==> src/rtl/store_align_pkg.sv <==
// rtl/store_align_pkg.sv - shared types and constants for the store aligner
// Purpose: access-size encodings, FSM state enum and lane mask constants
//          used by store_align and lane_shift.
// Ports:   none (package).
package store_align_pkg;

   typedef enum logic [1:0] {
      SIZE_BYTE    = 2'b00,
      SIZE_HALF    = 2'b01,
      SIZE_WORD    = 2'b10,
      SIZE_ILLEGAL = 2'b11
   } size_e;

   typedef enum logic [1:0] {
      IDLE  = 2'b00,
      BEAT0 = 2'b01,
      BEAT1 = 2'b10,
      ERR   = 2'b11
   } state_e;

   localparam logic [3:0] MASK_BYTE = 4'b0001;
   localparam logic [3:0] MASK_HALF = 4'b0011;
   localparam logic [3:0] MASK_WORD = 4'b1111;

endpackage

==> src/rtl/store_align_lane_shift.sv <==
// rtl/store_align_lane_shift.sv - places store data and byte enables on lanes
// Purpose: zero the register bits above the access size, then shift data and
//          byte mask up by the address offset into a two-word window.
// Ports:   data - register value      size - access size encoding
//          off  - byte offset [1:0]   d    - 64-bit lane-placed data
//          b    - 8-bit lane-placed byte enables (b[7:4] nonzero = crossing)
module lane_shift
   import store_align_pkg::*;
(
   input  logic [31:0] data,
   input  logic [1:0]  size,
   input  logic [1:0]  off,
   output logic [63:0] d,
   output logic [7:0]  b
);

   logic [31:0] data_m;
   logic [3:0]  mask;

   // Illegal size falls through as a word; the top level rejects it anyway.
   always_comb begin
      mask   = MASK_WORD;
      data_m = data;
      case (size_e'(size))
         SIZE_BYTE: begin
            mask   = MASK_BYTE;
            data_m = {24'b0, data[7:0]};
         end
         SIZE_HALF: begin
            mask   = MASK_HALF;
            data_m = {16'b0, data[15:0]};
         end
         default: ;
      endcase
   end

   assign d = {32'b0, data_m} << {off, 3'b000};
   assign b = {4'b0, mask} << off;

endmodule

==> src/rtl/store_align.sv <==
// rtl/store_align.sv - turns byte/half/word stores into word-aligned write beats
// Purpose: accepts one store at a time, emits one registered write beat, or two
//          for a store that crosses a word boundary when STORE_ALIGN_SPLIT_EN
//          is defined. Without STORE_ALIGN_SPLIT_EN crossing stores are
//          rejected like an illegal size (err pulse, no beat).
// Ports:   clk, rst_n (async, active low)
//          req_valid/req_ready, req_addr, req_data, req_size - store request
//          mem_valid/mem_ready, mem_addr, mem_wdata, mem_be  - write beat
//          err - one-cycle pulse for a rejected request
module store_align
   import store_align_pkg::*;
#(
   parameter int XLEN = 32
) (
   input  logic            clk,
   input  logic            rst_n,
   input  logic            req_valid,
   output logic            req_ready,
   input  logic [XLEN-1:0] req_addr,
   input  logic [XLEN-1:0] req_data,
   input  logic [1:0]      req_size,
   output logic            mem_valid,
   input  logic            mem_ready,
   output logic [XLEN-1:0] mem_addr,
   output logic [XLEN-1:0] mem_wdata,
   output logic [3:0]      mem_be,
   output logic            err
);

   state_e            state, state_next;
   logic              valid_n, err_n;
   logic [XLEN-1:0]   addr_n, wdata_n;
   logic [3:0]        be_n;
   logic [63:0]       d;
   logic [7:0]        b;
   logic              reject;

   lane_shift u_lane_shift (
      .data (req_data),
      .size (req_size),
      .off  (req_addr[1:0]),
      .d    (d),
      .b    (b)
   );

   assign req_ready = (state == IDLE);

`ifdef STORE_ALIGN_SPLIT_EN
   // Upper half of the window, parked until beat0 is taken; a nonzero
   // enable means a second beat is owed.
   logic [31:0] hi_wdata, hi_wdata_n;
   logic [3:0]  hi_be, hi_be_n;

   assign reject = (req_size == SIZE_ILLEGAL);
`else
   logic unused_hi;

   assign unused_hi = ^d[63:32];
   assign reject    = (req_size == SIZE_ILLEGAL) || (|b[7:4]);
`endif

   always_comb begin
      state_next = state;
      valid_n    = mem_valid;
      addr_n     = mem_addr;
      wdata_n    = mem_wdata;
      be_n       = mem_be;
      err_n      = 1'b0;
`ifdef STORE_ALIGN_SPLIT_EN
      hi_wdata_n = hi_wdata;
      hi_be_n    = hi_be;
`endif
      case (state)
         IDLE: begin
            if (req_valid) begin
               if (reject) begin
                  state_next = ERR;
                  err_n      = 1'b1;
               end else begin
                  state_next = BEAT0;
                  valid_n    = 1'b1;
                  addr_n     = {req_addr[XLEN-1:2], 2'b00};
                  wdata_n    = d[31:0];
                  be_n       = b[3:0];
`ifdef STORE_ALIGN_SPLIT_EN
                  hi_wdata_n = d[63:32];
                  hi_be_n    = b[7:4];
`endif
               end
            end
         end
         BEAT0: begin
            if (mem_ready) begin
`ifdef STORE_ALIGN_SPLIT_EN
               if (|hi_be) begin
                  state_next = BEAT1;
                  addr_n     = mem_addr + XLEN'(4);
                  wdata_n    = hi_wdata;
                  be_n       = hi_be;
               end else begin
                  state_next = IDLE;
                  valid_n    = 1'b0;
               end
`else
               state_next = IDLE;
               valid_n    = 1'b0;
`endif
            end
         end
`ifdef STORE_ALIGN_SPLIT_EN
         BEAT1: begin
            if (mem_ready) begin
               state_next = IDLE;
               valid_n    = 1'b0;
            end
         end
`endif
         ERR: begin
            state_next = IDLE;
         end
         default: begin
            state_next = IDLE;
            valid_n    = 1'b0;
         end
      endcase
   end

   always_ff @(posedge clk or negedge rst_n) begin
      if (!rst_n) begin
         state     <= IDLE;
         mem_valid <= 1'b0;
         mem_addr  <= '0;
         mem_wdata <= '0;
         mem_be    <= '0;
         err       <= 1'b0;
`ifdef STORE_ALIGN_SPLIT_EN
         hi_wdata  <= '0;
         hi_be     <= '0;
`endif
      end else begin
         state     <= state_next;
         mem_valid <= valid_n;
         mem_addr  <= addr_n;
         mem_wdata <= wdata_n;
         mem_be    <= be_n;
         err       <= err_n;
`ifdef STORE_ALIGN_SPLIT_EN
         hi_wdata  <= hi_wdata_n;
         hi_be     <= hi_be_n;
`endif
      end
   end

endmodule

==> config.mk <==
export PLATFORM = sky130hd
export DESIGN_NAME = store_align
export DESIGN_NICKNAME = d
export VERILOG_FILES = /design/src/rtl/store_align_pkg.sv /design/src/rtl/store_align_lane_shift.sv /design/src/rtl/store_align.sv
export SDC_FILE = /design/constraint.sdc
export NUM_CORES = 1
export LEC_CHECK = 0
export ABC_CLOCK_PERIOD_IN_PS = 4360
export CORE_UTILIZATION = 40
export DETAILED_ROUTE_END_ITERATION = 10
export DONT_BUFFER_PORTS = 1
export PLACE_DENSITY = 0.53
export SKIP_CTS_REPAIR_TIMING = 1
export SYNTH_ARGS = -nofsm -noshare
export SYNTH_HDL_FRONTEND = slang
export SYNTH_SLANG_ARGS = --single-unit
==> constraint.sdc <==
create_clock -name clk -period 4.36 [get_ports clk]
set_input_delay 0.218 -clock clk [delete_from_list [all_inputs] [get_ports clk]]
set_output_delay 0.218 -clock clk [all_outputs]
set_load 0.01 [all_outputs]
==> flow_metrics.tcl, run 1 <==
set metrics [dict create \
    synth_cell_type_count 34 \
    yosysTopAreaCellShare 0.533 \
    tightest_slew_ns 0.964 \
    yosys.area_share.simple 0.248 \
    tritoncts "done" \
    via_per_inst 5.23 \
    synth-seq-area-share 0.533 \
    synth_fa_ha_area_frac 0 \
    critical_path_class "register to register" \
    hp-class "primary input to register" \
    drive_gt1_frac 0.0553 \
    grt_pass1_vias 2417 \
    synthToLayoutAreaGrowth_pct 15.5 \
    ant_nets 0 \
    yosys.area_share.xor_xnor 0 \
    slowest_delay_ns 0.56 \
    dr_total_vias 2617 \
    drc_errors 0 \
    drtPass1Iterations 4 \
    maxCapViolCount 0 \
    comb_power_share 0.142 \
    regArea_sq_mm 0.00175 \
    gr-usage-all-layers 0.190 \
    pwr-share-clk 0.310 \
    antenna_found_initial 0 \
    avgSynthCellArea_sq_um 8.68 \
    grt_max_degree 81 \
    dieArea_sq_mm 0.00859 \
    cts.sinks 70 \
    p_seq_frac 0.549 \
    multi_input_comb_area_sq_mm 0.00136 \
    hpwlAfterDp_um 5410 \
    setup-tns-final_ns 0 \
    finalPower_mw 1.84 \
    grt_pass1_wl_um 12600 \
    placement.cell_area_sq_mm 0.00327 \
    core_sq_mm 0.00785 \
    total_switching_power_mw 0.596 \
    setup_viol 0 \
    crit_path_max_fanout 80 \
    drtIter0Drc 83 \
    rr_worst_depth 5 \
    antenna_cells 0 \
    outcome "complete, no violations" \
    synth_area_sq_mm 0.00329 \
    fill_cells 755 \
    initial_core_util 0.419 \
    portBuffers 0 \
    synthFlopType "dfrtp_1" \
    p_sw_frac 0.324 \
    max-vdd-ir-drop_v 0.000189 \
    cts_buffers 9 \
    max_freq_mhz 474 \
    critPathArrivalTime_ns 2.30 \
    internal_power_mw 1.25 \
    die_h_um 92.7 \
    h-tree-depth 3 \
    synthCells 379 \
    routed_wl_um 8440 \
    synth_compound_area_frac 0.137 \
    synth_edf_count 0 \
    crit_required_ns 4.55 \
    rsz0062_at_grt "no" \
    relSlewSlack 0.356 \
    p_leak_nw 1.84 \
    synth-seq-cells 70 \
    synth.area.top_cells "dfrtp_1, nand2_1, o21ai_1" \
    synth_top_family_by_area "simple AND/OR/NAND/NOR gates" \
    ys_warn_count 0 \
    startpoint_type "register" \
    async_flop_share 1.00 \
    final_area_sq_mm 0.00380 \
    crit_chain "or3b_1 > a221o_2 > buf_4 > nand2_1 > o21ai_1" \
    worst_path_max_delay_cell "or3b_1" \
    setup.worst_path.end_class "register" \
    hold_viol 0 \
    fin_crit_sh 0.484 \
    clkTransAtPathRegs_ns 0.08 \
    num_io_pins 141 \
    synth.area.mux_share 0.0274 \
    drv_slew 0 \
    globalplace.congestion 0.778 \
    insertion_delay_ns 0.33 \
    grt_overflow 0 \
    fin_skew_ns 0.00757 \
    wl_per_cell_um 16.9 \
    holdWs_ns 0.0000182 \
    power_density_mw_per_mm2 485 \
    fin_nets 463 \
    hold_path_depth 2 \
    dieWidth_um 92.7 \
    rows 32 \
    min_period_ns 2.11 \
    cts_buffer_depth 2 \
    yosysTopAreaCell "dfrtp_1" \
    cts-root-buf "clkbuf_8" \
]
==> power by group through the flow <==
stage / Combinational, mW / Clock [mW] / Sequential (mW)
after global placement: 0.215 / 0 / 1.02
after global routing: 0.308 / 0.620 / 1.03
final: 0.261 / 0.570 / 1.01
after detailed placement: 0.225 / 0 / 1.02
after floorplan: 0.214 / 0 / 0.984
after CTS: 0.225 / 0.592 / 1.01
==> cells in the final DEF, fill, tap and decap left out, types with 2 or more instances in the layout <==
| master | instances |
|---|---|
| o211ai_1 | 2 |
| o21ai_1 | 28 |
| clkinv_2 | 2 |
| buf_4 | 2 |
| a22oi_1 | 9 |
| nor2_1 | 14 |
| clkbuf_8 | 9 |
| mux2i_1 | 9 |
| nor3b_1 | 2 |
| inv_1 | 2 |
| dlygate4sd3_1 | 29 |
| nand3b_1 | 9 |
| o21ai_0 | 8 |
| a31oi_1 | 2 |
| nand2_1 | 149 |
| a2bb2oi_1 | 7 |
| nor3_1 | 2 |
| nand2b_1 | 2 |
| bufinv_16 | 2 |
| a21oi_1 | 11 |
| conb_1 | 2 |
| nand3_1 | 10 |
| dfrtp_1 | 70 |
==> cell type report <==
cell class              count  share of cell area
clock buffers              10              0.0336
clock inverters             6              0.0227
inverters                   2             0.00198
multi-input cells         278               0.359
flip-flops and latches     70               0.461
well taps                 102              0.0336
repair buffers             32              0.0876
==> logic make-up after synthesis <==
family                 count (synthesis)
and+or+nand+nor                      195
AOI/OAI and AO/OA                     72
DFF                                   70
buffers and inverters                 32
muxes                                  9
other                                  1
==> registers in the layout (all words and copies together), names as in the netlist <==
signal,flops
mem_addr,30
mem_be,4
state,2
mem_wdata,32
err,1
mem_valid,1
==> worst max-delay path: cells and delay by family (launching register included) <==
kind	cells	cell delay [ns]
AOI/OAI and AO/OA	2	0.43
buffers and inverters	1	0.36
DFF	1	0.42
and+or+nand+nor	2	0.72
==> metal layers <==
metal  global-route usage  vias to the layer above  share of wire
li1                     -                     1276              -
met3               0.0764                        9          0.094
met2                0.284                      111           0.45
met4               0.0577                        0          0.011
met5                    0                        -              0
met1                0.254                     1221           0.45
==> cell usage after synthesis (2+ instances only) <==
master / n
buf_4: 2
buf_6: 5
nor3_1: 2
a31oi_1: 2
nor2_1: 14
nand3_1: 10
o21ai_0: 8
inv_1: 2
dfrtp_1: 70
nor3b_1: 2
a22oi_1: 9
a21oi_1: 11
nand3b_1: 9
nand2_1: 149
o211ai_1: 2
nand2b_1: 2
buf_2: 10
a2bb2oi_1: 7
mux2i_1: 9
o21ai_1: 28
clkbuf_1: 13
==> worst paths after layout <==
| path | from | to | slack (ns) |
|---|---|---|---|
| max | state[1] | mem_wdata[28] | 2.25 |
| max in group asynchronous | rst_n | mem_wdata[17] | 3.65 |
| min in group asynchronous | rst_n | mem_addr[28] | 0.41 |
| min reg2reg | state[1] | state[0] | 0.51 |
| max reg2reg | state[1] | mem_wdata[28] | 2.25 |
| min | req_data[4] | mem_wdata[4] | 0.00002 |
==> stage by stage <==
step	util	std cells	worst slack [ns]
2_1_floorplan	-	380	2.66
3_3_place_gp	0.416	454	2.35
3_5_place_dp	0.416	454	2.28
4_1_cts	0.443	470	2.25
5_1_grt	0.484	500	2.12
6_report	0.484	500	2.25
(Power assumes the default switching activity.)
==> inputs of run 2 (changes only) <==
- ABC_CLOCK_PERIOD_IN_PS: 4360 -> 2000
- clock period: 4.36 -> 2 ns (I/O delays scaled with it)
==> run 2 against run 1 <==
Compared with the run above: the run now ends with hold timing left; highest routed layer unchanged; clock power is 100% higher; sequential share of layout area is 2.8 points lower; register-to-register slack worse by 2.0 ns; fmax is 20% higher; wire length is 2.8% higher; sequential cell count stayed put.
==> flow_metrics.tcl, run 2 (same netlist as run 1, synthesis figures left out) <==
set metrics [dict create \
    insertion_delay_ns 0.34 \
    rr_worst_depth 5 \
    layout_commonest_cell "nand2_1" \
    gr-usage-all-layers 0.193 \
    cts.sinks 70 \
    r2r-end "mem_wdata[19]" \
    drtPass1Iterations 5 \
    comb_power_share 0.158 \
    cts_buffer_depth 2 \
    min_period_ns 1.76 \
    via_per_inst 5.24 \
    h-tree-depth 3 \
    cts-root-buf "clkbuf_8" \
    num_io_pins 141 \
    synthToLayoutAreaGrowth_pct 23.0 \
    relSlewSlack 0.302 \
    hpwlAfterDp_um 5530 \
    grt_overflow 0 \
    reg2reg_slack_ns 0.24 \
    crit_end "mem_wdata[19]" \
    dieWidth_um 92.7 \
    hold_viol 1 \
    hold_path_depth 3 \
    wl_per_cell_um 16.6 \
    violations "hold timing" \
    fill_cells 749 \
    holdWs_ns -0.0143 \
    maxCapViolCount 0 \
    utilization 0.515 \
    rsz0062_at_grt "no" \
    critPathArrivalTime_ns 1.97 \
    setup.worst_path.end_class "register" \
    ant_nets 0 \
    p_leak_nw 1.93 \
    portBuffers 0 \
    crit_start "state[1]" \
    drtIter0Drc 150 \
    drv_slew 0 \
    grt_pass1_wl_um 12600 \
    startpoint_type "register" \
    power_density_mw_per_mm2 982 \
    drc_errors 0 \
    routed_wl_um 8680 \
    fin_skew_ns 0.00658 \
    largest_reg_flops 32 \
    total_switching_power_mw 1.31 \
    rows 32 \
    top_register "mem_wdata" \
    core_sq_mm 0.00785 \
    reg_top3 "mem_wdata (32), mem_addr (30), mem_be (4)" \
    antenna_cells 0 \
    p_seq_frac 0.554 \
    r2r_start "state[1]" \
    tritoncts "done" \
    dieArea_sq_mm 0.00859 \
    clkTransAtPathRegs_ns 0.08 \
    drive_gt1_frac 0.0546 \
    antenna_found_initial 0 \
    tightest_slew_ns 1.04 \
    setup-tns-final_ns 0 \
    hp-class "primary input to register" \
    fin_crit_sh 0.880 \
    internal_power_mw 2.66 \
    globalplace.congestion 0.774 \
    outcome "finished with violations" \
    p_sw_frac 0.330 \
    crit_path_max_fanout 80 \
    dr_total_vias 2738 \
    pwr-share-clk 0.288 \
    setup_viol 0 \
    crit_required_ns 2.21 \
    fin_nets 487 \
    max-vdd-ir-drop_v 0.000475 \
    mostFrequentLayoutCells "nand2_1, dfrtp_1, dlygate4sd3_1, o21ai_1, nor2_1" \
    cts_buffers 9 \
    grt_pass1_vias 2429 \
    max_freq_mhz 568 \
    grt_max_degree 81 \
    initial_core_util 0.419 \
    critical_path_class "register to register" \
    die_h_um 92.7 \
]
## run 2: cell count changes in the layout (fill, tap and decap cells not counted), sizes merged
cell	before	now
buf	3	4
bufinv	2	1
clkinv	3	0
clkinvlp	1	4
dlygate4sd3	29	52
## run 2: routing by layer
layer  global-route usage  vias to the layer above  part of all wire
met1                0.251                     1289              0.44
met4               0.0731                        0             0.011
met2                0.285                      116              0.45
met5                    0                        -                 0
li1                     -                     1324                 -
met3               0.0796                        9             0.098
## run 2: worst min path at each step
stage	from	end
after floorplan	rst_n	err
final	mem_ready	state[0]
after global routing	req_addr[0]	mem_wdata[5]
after detailed placement	rst_n	mem_addr[30]
after CTS	rst_n	mem_addr[30]
after global placement	rst_n	mem_addr[30]
## run 2: power groups by stage
| stage | combinational, mW | sequential [mW] | clock (mW) |
|---|---|---|---|
| finish | 0.626 | 2.20 | 1.14 |
| global route | 0.733 | 2.25 | 1.25 |
| CTS | 0.512 | 2.21 | 1.19 |
| detailed placement | 0.510 | 2.24 | 0 |
| global placement | 0.483 | 2.23 | 0 |
| floorplan | 0.466 | 2.15 | 0 |
## run 2: worst max-delay path: stages, from the launching register on
cell and delay [ns]:
dfrtp_1 0.41, or3b_1 0.45, a221o_2 0.35, buf_12 0.22
nand2_1 0.11, o21ai_1 0.07
## run 2: area by class of cell
cell class	count	area, sq um	area share
timing repair buffer	56	596	0.147
multi-input combinational	278	1360	0.337
clock inverter	5	60.1	0.0149
sequential	70	1750	0.433
tap	102	128	0.0316
inverter	2	7.51	0.00186
clock buffer	10	138	0.0340
## run 2: per-stage QoR
| step | hold slack (ns) | cell area (sq um) | worst slack, ns | std cells | power (mW) |
|---|---|---|---|---|---|
| final | -0.0143 | 4040 | 0.240 | 523 | 3.97 |
| after CTS | -0.574 | 3500 | 0.238 | 470 | 3.91 |
| after floorplan | -0.196 | 3290 | 0.298 | 380 | 2.61 |
| after global routing | 0.00261 | 4040 | 0.107 | 523 | 4.23 |
| after detailed placement | -0.194 | 3300 | 0.260 | 455 | 2.75 |
| after global placement | -0.194 | 3300 | 0.304 | 455 | 2.71 |
